**src/rtl/fifo_pkg.sv**
```systemverilog
// -----------------------------------------------------------------------------
// fifo_pkg
// Shared helpers for buffered method adapters: pointer/count width derivation,
// pointer increment with wrap at an arbitrary depth, and the per-cycle
// operation encoding used to update occupancy.
// -----------------------------------------------------------------------------
package fifo_pkg;

    // Per-cycle transfer combination, encoded as {enq_fire, deq_fire}.
    typedef enum logic [1:0] {
        OP_IDLE = 2'b00,
        OP_DEQ  = 2'b01,
        OP_ENQ  = 2'b10,
        OP_BOTH = 2'b11
    } fifo_op_e;

    // Pointer width: enough bits to address DEPTH entries, never less than one.
    function automatic int unsigned ptr_width(input int unsigned depth);
        int unsigned w;
        w = $clog2(depth);
        return (w < 1) ? 1 : w;
    endfunction

    // Occupancy width: must represent 0..DEPTH inclusive.
    function automatic int unsigned cnt_width(input int unsigned depth);
        return $clog2(depth + 1);
    endfunction

    // Explicit wrap compare so non-power-of-two depths work without modulo.
    function automatic int unsigned ptr_next(input int unsigned ptr,
                                             input int unsigned depth);
        return (ptr == depth - 1) ? 0 : ptr + 1;
    endfunction

endpackage

```
**src/rtl/fifo_n_storage.sv**
```systemverilog
// -----------------------------------------------------------------------------
// fifo_n_storage
// WIDTH x DEPTH register array, one synchronous write port and one
// asynchronous read port. Contents are deliberately not reset.
// Ports:
//   CLK      in   clock
//   i_we     in   write enable
//   i_waddr  in   write address (PTR_W)
//   i_wdata  in   write data (WIDTH)
//   i_raddr  in   read address (PTR_W)
//   o_rdata  out  read data, combinational from i_raddr (WIDTH)
// -----------------------------------------------------------------------------
module fifo_n_storage #(
    parameter int unsigned WIDTH = 704,
    parameter int unsigned DEPTH = 4,
    parameter int unsigned PTR_W = 2
) (
    input  logic             CLK,
    input  logic             i_we,
    input  logic [PTR_W-1:0] i_waddr,
    input  logic [WIDTH-1:0] i_wdata,
    input  logic [PTR_W-1:0] i_raddr,
    output logic [WIDTH-1:0] o_rdata
);

    logic [WIDTH-1:0] r_mem [DEPTH];

    // Write port.
    always_ff @(posedge CLK) begin
        if (i_we) begin
            r_mem[i_waddr] <= i_wdata;
        end
    end

    // Read port; address is always < DEPTH because pointers wrap explicitly.
    assign o_rdata = r_mem[i_raddr];

endmodule

```
**src/rtl/fifo_n_pipe.sv**
```systemverilog
// -----------------------------------------------------------------------------
// fifo_n_pipe
// N-entry FIFO between an atomic-method producer (enq) and consumer
// (deq/first), with an occupancy count and an optional pipelined mode that
// accepts an enqueue while full when a dequeue fires in the same cycle.
// Ports:
//   CLK            in   clock
//   nRST           in   async active-low reset
//   in_enq_ena     in   enqueue strobe (ignored unless in_enq_rdy)
//   in_enq_v       in   enqueue data (WIDTH)
//   in_enq_rdy     out  enqueue permitted this cycle
//   out_deq_ena    in   dequeue strobe (ignored unless out_deq_rdy)
//   out_deq_rdy    out  dequeue permitted (not empty)
//   out_first      out  head entry (WIDTH), valid while out_first_rdy
//   out_first_rdy  out  head valid
//   count          out  occupancy 0..DEPTH
// With PIPELINED=1 there is an intended combinational path
// out_deq_ena -> in_enq_rdy.
// -----------------------------------------------------------------------------
module fifo_n_pipe
    import fifo_pkg::*;
#(
    parameter int unsigned WIDTH     = 704,
    parameter int unsigned DEPTH     = 4,
    parameter int unsigned PIPELINED = 0
) (
    input  logic                       CLK,
    input  logic                       nRST,
    input  logic                       in_enq_ena,
    input  logic [WIDTH-1:0]           in_enq_v,
    output logic                       in_enq_rdy,
    input  logic                       out_deq_ena,
    output logic                       out_deq_rdy,
    output logic [WIDTH-1:0]           out_first,
    output logic                       out_first_rdy,
    output logic [$clog2(DEPTH+1)-1:0] count
);

    localparam int unsigned PTR_W = ptr_width(DEPTH);
    localparam int unsigned CNT_W = cnt_width(DEPTH);
    localparam logic [CNT_W-1:0] FULL_CNT = CNT_W'(DEPTH);

    logic [PTR_W-1:0] r_rd_ptr;
    logic [PTR_W-1:0] r_wr_ptr;
    logic [CNT_W-1:0] r_count;

    logic             w_not_full;
    logic             w_not_empty;
    logic             w_pipe_pass;
    logic             w_enq_fire;
    logic             w_deq_fire;
    fifo_op_e         w_op;
    logic [PTR_W-1:0] w_rd_ptr_nxt;
    logic [PTR_W-1:0] w_wr_ptr_nxt;
    logic [CNT_W-1:0] w_count_nxt;

    // Ready/fire decode; all status derives from the occupancy register.
    assign w_not_full  = (r_count != FULL_CNT);
    assign w_not_empty = (r_count != '0);
    // Full-but-draining slot reuse, only when pipelined mode is built in.
    assign w_pipe_pass = (PIPELINED != 0) && out_deq_ena && w_not_empty;

    assign in_enq_rdy    = w_not_full | w_pipe_pass;
    assign out_deq_rdy   = w_not_empty;
    assign out_first_rdy = w_not_empty;

    assign w_enq_fire = in_enq_ena & in_enq_rdy;
    assign w_deq_fire = out_deq_ena & w_not_empty;
    assign w_op       = fifo_op_e'({w_enq_fire, w_deq_fire});

    // Next pointers and occupancy.
    always_comb begin
        w_rd_ptr_nxt = r_rd_ptr;
        w_wr_ptr_nxt = r_wr_ptr;
        w_count_nxt  = r_count;
        if (w_enq_fire) begin
            w_wr_ptr_nxt = PTR_W'(ptr_next(32'(r_wr_ptr), DEPTH));
        end
        if (w_deq_fire) begin
            w_rd_ptr_nxt = PTR_W'(ptr_next(32'(r_rd_ptr), DEPTH));
        end
        case (w_op)
            OP_ENQ:  w_count_nxt = r_count + CNT_W'(1);
            OP_DEQ:  w_count_nxt = r_count - CNT_W'(1);
            default: w_count_nxt = r_count;
        endcase
    end

    // Pointer and occupancy registers; storage contents survive reset.
    always_ff @(posedge CLK or negedge nRST) begin
        if (!nRST) begin
            r_rd_ptr <= '0;
            r_wr_ptr <= '0;
            r_count  <= '0;
        end else begin
            r_rd_ptr <= w_rd_ptr_nxt;
            r_wr_ptr <= w_wr_ptr_nxt;
            r_count  <= w_count_nxt;
        end
    end

    assign count = r_count;

    // Head is read straight from storage: no enq->first bypass.
    fifo_n_storage #(
        .WIDTH (WIDTH),
        .DEPTH (DEPTH),
        .PTR_W (PTR_W)
    ) u_storage (
        .CLK     (CLK),
        .i_we    (w_enq_fire),
        .i_waddr (r_wr_ptr),
        .i_wdata (in_enq_v),
        .i_raddr (r_rd_ptr),
        .o_rdata (out_first)
    );

    // Occupancy stays within 0..DEPTH.
    a_count_bound: assert property (@(posedge CLK) disable iff (!nRST)
        r_count <= FULL_CNT);

    // A lone enqueue never lands on a full buffer.
    a_no_overflow: assert property (@(posedge CLK) disable iff (!nRST)
        !(w_enq_fire && !w_deq_fire && !w_not_full));

endmodule

```
**config.mk**
```make
export PLATFORM = sky130hd
export DESIGN_NAME = fifo_n_pipe
export DESIGN_NICKNAME = d
export VERILOG_FILES = /design/src/rtl/fifo_pkg.sv /design/src/rtl/fifo_n_storage.sv /design/src/rtl/fifo_n_pipe.sv
export SDC_FILE = /design/constraint.sdc
export NUM_CORES = 2
export LEC_CHECK = 0
export CORE_MARGIN = 2
export CORE_UTILIZATION = 33
export DETAILED_ROUTE_END_ITERATION = 12
export PLACE_DENSITY_LB_ADDON = 0.3
export SETUP_SLACK_MARGIN = 0.3
export SLEW_MARGIN = 20
export SYNTH_ARGS = -nofsm -noshare
export SYNTH_HDL_FRONTEND = slang
export SYNTH_SLANG_ARGS = --single-unit
```
**constraint.sdc**
```tcl
create_clock -name CLK -period 34.3 [get_ports CLK]
set_clock_uncertainty 0.05 [all_clocks]
set_input_delay 6.86 -clock CLK [delete_from_list [all_inputs] [get_ports CLK]]
set_output_delay 6.86 -clock CLK [all_outputs]
set_load 0.05 [all_outputs]
```
==> flow_summary.toml <==
[run_status]
status = "finished, final reports clean"

[synthesis]
synth_area_sq_um = 102000
synth_seq_cells = 2823
yosys_warnings = 0
synth_top_family_by_area = "multiplexers"
synth_simple_gate_area_share = 0.000601
synth_fa_ha_area_frac = 0.000933
synth.area.mux_share = 0.156
synth_xor_area_frac = 0.000258
synthCells = 3718
ys_seq_area_frac = 0.831
synth_cell_types = 21
synth.avg_cell_area_sq_um = 27.4
synth_compound_area_frac = 0
synth_fp_nets = 4433

[timing]
setup_viol = 0
max_freq_ghz = 0.0704
maxSlewViolCount = 0
period_minus_slack_ns = 14.20
slew_headroom = 0.188
finalWorstSetupSlack_ns = 20.10
period_share = 0.414
hold_violations = 0
setup_tns_ns = 0
worstMarginPinSlew_ns = 1.22
rsz0062_at_grt = "false"

[finish]
syn_to_final_growth_pct = 28.4
fillerInstances = 26305
final_core_util = 0.425
layout_common_cells = "2816 x edfxtp_1, 1417 x clkdlybuf4s50_1, 704 x mux4_2"
multi_input_area_sq_um = 16100
layout_commonest_cell = "edfxtp_1"
finalNetCount = 6069
drive_above_1_share = 0.217
regArea_sq_um = 84700
fin_cells = 9748

[routing]
detail_route.first_pass.iterations = 7
viasPerCell = 4.89
ant_nets = 0
routed-via-count = 47619
drt_iter0_markers = 3980
wire_per_inst_microns = 27.8
drc = 0
routed_wl_mm = 271

[global_routing]
grt_overflow = 0
grt_usage = 0.168
grt_antenna_before_repair = 122
grt_pass1_vias = 49280
grt_pass1_wl_mm = 379
grt_max_degree = 130

[critical_path]
path_buf_inv = 6
required_ns = 27.39
worstSetupStartpointType = "flop"
path_cells = "buf_4 -> buf_4 -> buf_4 -> buf_4 -> buf_4 -> mux4_2 -> clkdlybuf4s50_1"
critPathMaxFanout = 46
cpMaxStageDelayCell = "dfrtp_4"
crit_path_end_kind = "primary output"
crit_arrival_ns = 7.29
crit_path_max_incr_delay_ns = 0.94
path_common_cell = "buf_4"
cp_top_family = "buffers and inverters"
crit_type = "reg -> out"

[placement]
io_buffers = 1417
dp_cells = 9165
dp_hpwl_mm = 177
dp_slack_ns = 20.57
gp_congestion = 0.797

[clocking]
clock-sinks = 2823
cts_hold_buf = 0
cts_max_path_buffers = 4
cts-root-buf = "clkbuf_16"
cts_resized = 0
post-cts-setup-buffers = 0
cts.reportedPaths.clkPinSlew_ns = 0.06
cts_tree = "built"
cts_inserted_buffers = 306
htreeDepth = 5
clock_latency_ns = 0.87

[floorplan]
dieWidth_microns = 560
core-area_sq_um = 308000
dieArea_sq_um = 313000
start_util = 0.331
die_h_microns = 560
ios = 1418
rows = 204

[power_and_ir_drop]
p_int_w = 0.00831
seqPwrFrac = 0.347
power_leakage_nw = 41.2
totalPowerFinal_w = 0.0136
power_switching_w = 0.00525
clkPwrFrac = 0.238
swShare = 0.387
peakVddDrop_v = 0.0000730
power_frac_comb = 0.415
cellPowerDensity_nw_per_um2 = 104

[min_path]
min_path_type = "reg -> reg"

[flow_run]
maxCapViolCount = 0
cells in the mapped netlist:
cell type | number | area [sq um]
mux2_2 | 4 | 45.0
xor2_1 | 2 | 17.5
clkbuf_1 | 17 | 63.8
buf_6 | 39 | 439
and3_1 | 4 | 25.0
xnor2_1 | 1 | 8.76
nor2_1 | 3 | 11.3
or3b_1 | 1 | 8.76
or3_1 | 1 | 6.26
inv_1 | 7 | 26.3
buf_1 | 9 | 33.8
buf_2 | 62 | 310
edfxtp_1 | 2816 | 84600
mux4_2 | 704 | 15900
buf_4 | 31 | 233
and2_1 | 1 | 6.26
dfrtp_1 | 7 | 175
mux2i_1 | 1 | 10.0
nand2_1 | 1 | 3.75
fa_1 | 1 | 20.0
ha_1 | 6 | 75.1
area by class of cell:
cell class,instances,area share
antenna,34,0.000650
sequential,2823,0.647
clock inverter,179,0.0148
timing repair buffer,1486,0.114
multi-input combinational,730,0.123
tap,4120,0.0394
clock buffer,369,0.0609
inverter,7,0.000201
worst reg2reg max path, cell delays in order, from the launching register on:
cell and delay, ns:
dfrtp_1 0.43, or3b_1 0.51, and3_4 0.70, buf_12 0.68, buf_4 0.99, buf_4 0.79, buf_12 0.62, buf_4 1.14
registers in the layout (all words and copies together) (netlist names):
register and count:
count 3, r_rd_ptr 2, r_wr_ptr 2, u_storage.r_mem 2816
worst paths after layout:
path	slack [ns]	cells past startpoint	endpoint	startpoint
min in group asynchronous	6.38	1	count[1]	nRST
worst max register to register	27.92	7	u_storage.r_mem[1][582]	count[2]
worst max-delay path	20.10	7	out_first[649]	r_rd_ptr[0]
max in group asynchronous	27.26	1	r_rd_ptr[1]	nRST
worst min-delay path	0.50	1	count[0]	count[0]
worst min register to register	0.50	1	count[0]	count[0]
cell families after synthesis:
| kind of cell | count (synthesis) |
|---|---|
| adders and majority gates | 7 |
| DFF | 2823 |
| buffers and inverters | 165 |
| and+or+nand+nor | 11 |
| xor gates and xnor gates | 3 |
| muxes | 709 |
routing by layer:
| layer | routed length, microns | global-route usage | share of wire | vias to the layer above |
|---|---|---|---|---|
| li1 | - | - | - | 19655 |
| met1 | 104000 | 0.206 | 0.38 | 25471 |
| met2 | 132000 | 0.274 | 0.49 | 1898 |
| met3 | 28500 | 0.0698 | 0.11 | 481 |
| met4 | 6120 | 0.0432 | 0.023 | 114 |
| met5 | 724 | 0 | 0.0027 | - |
stage by stage:
step | area (sq um) | hold slack (ns)
4_1_cts | 131000 | 0.498
3_5_place_dp | 121000 | 0.482
3_3_place_gp | 121000 | 0.469
5_1_grt | 131000 | 0.525
6_report | 131000 | 0.498
2_1_floorplan | 102000 | 0.484
power by group through the flow:
stage / sequential (W) / clock [W] / combinational [W]
CTS: 0.00471 / 0.00332 / 0.00573
floorplan: 0.00530 / 0 / 0.00373
detailed placement: 0.00478 / 0 / 0.00571
global route: 0.00475 / 0.00345 / 0.00584
global placement: 0.00475 / 0 / 0.00572
finish: 0.00470 / 0.00323 / 0.00563
Power figures use the tool's default switching activity.
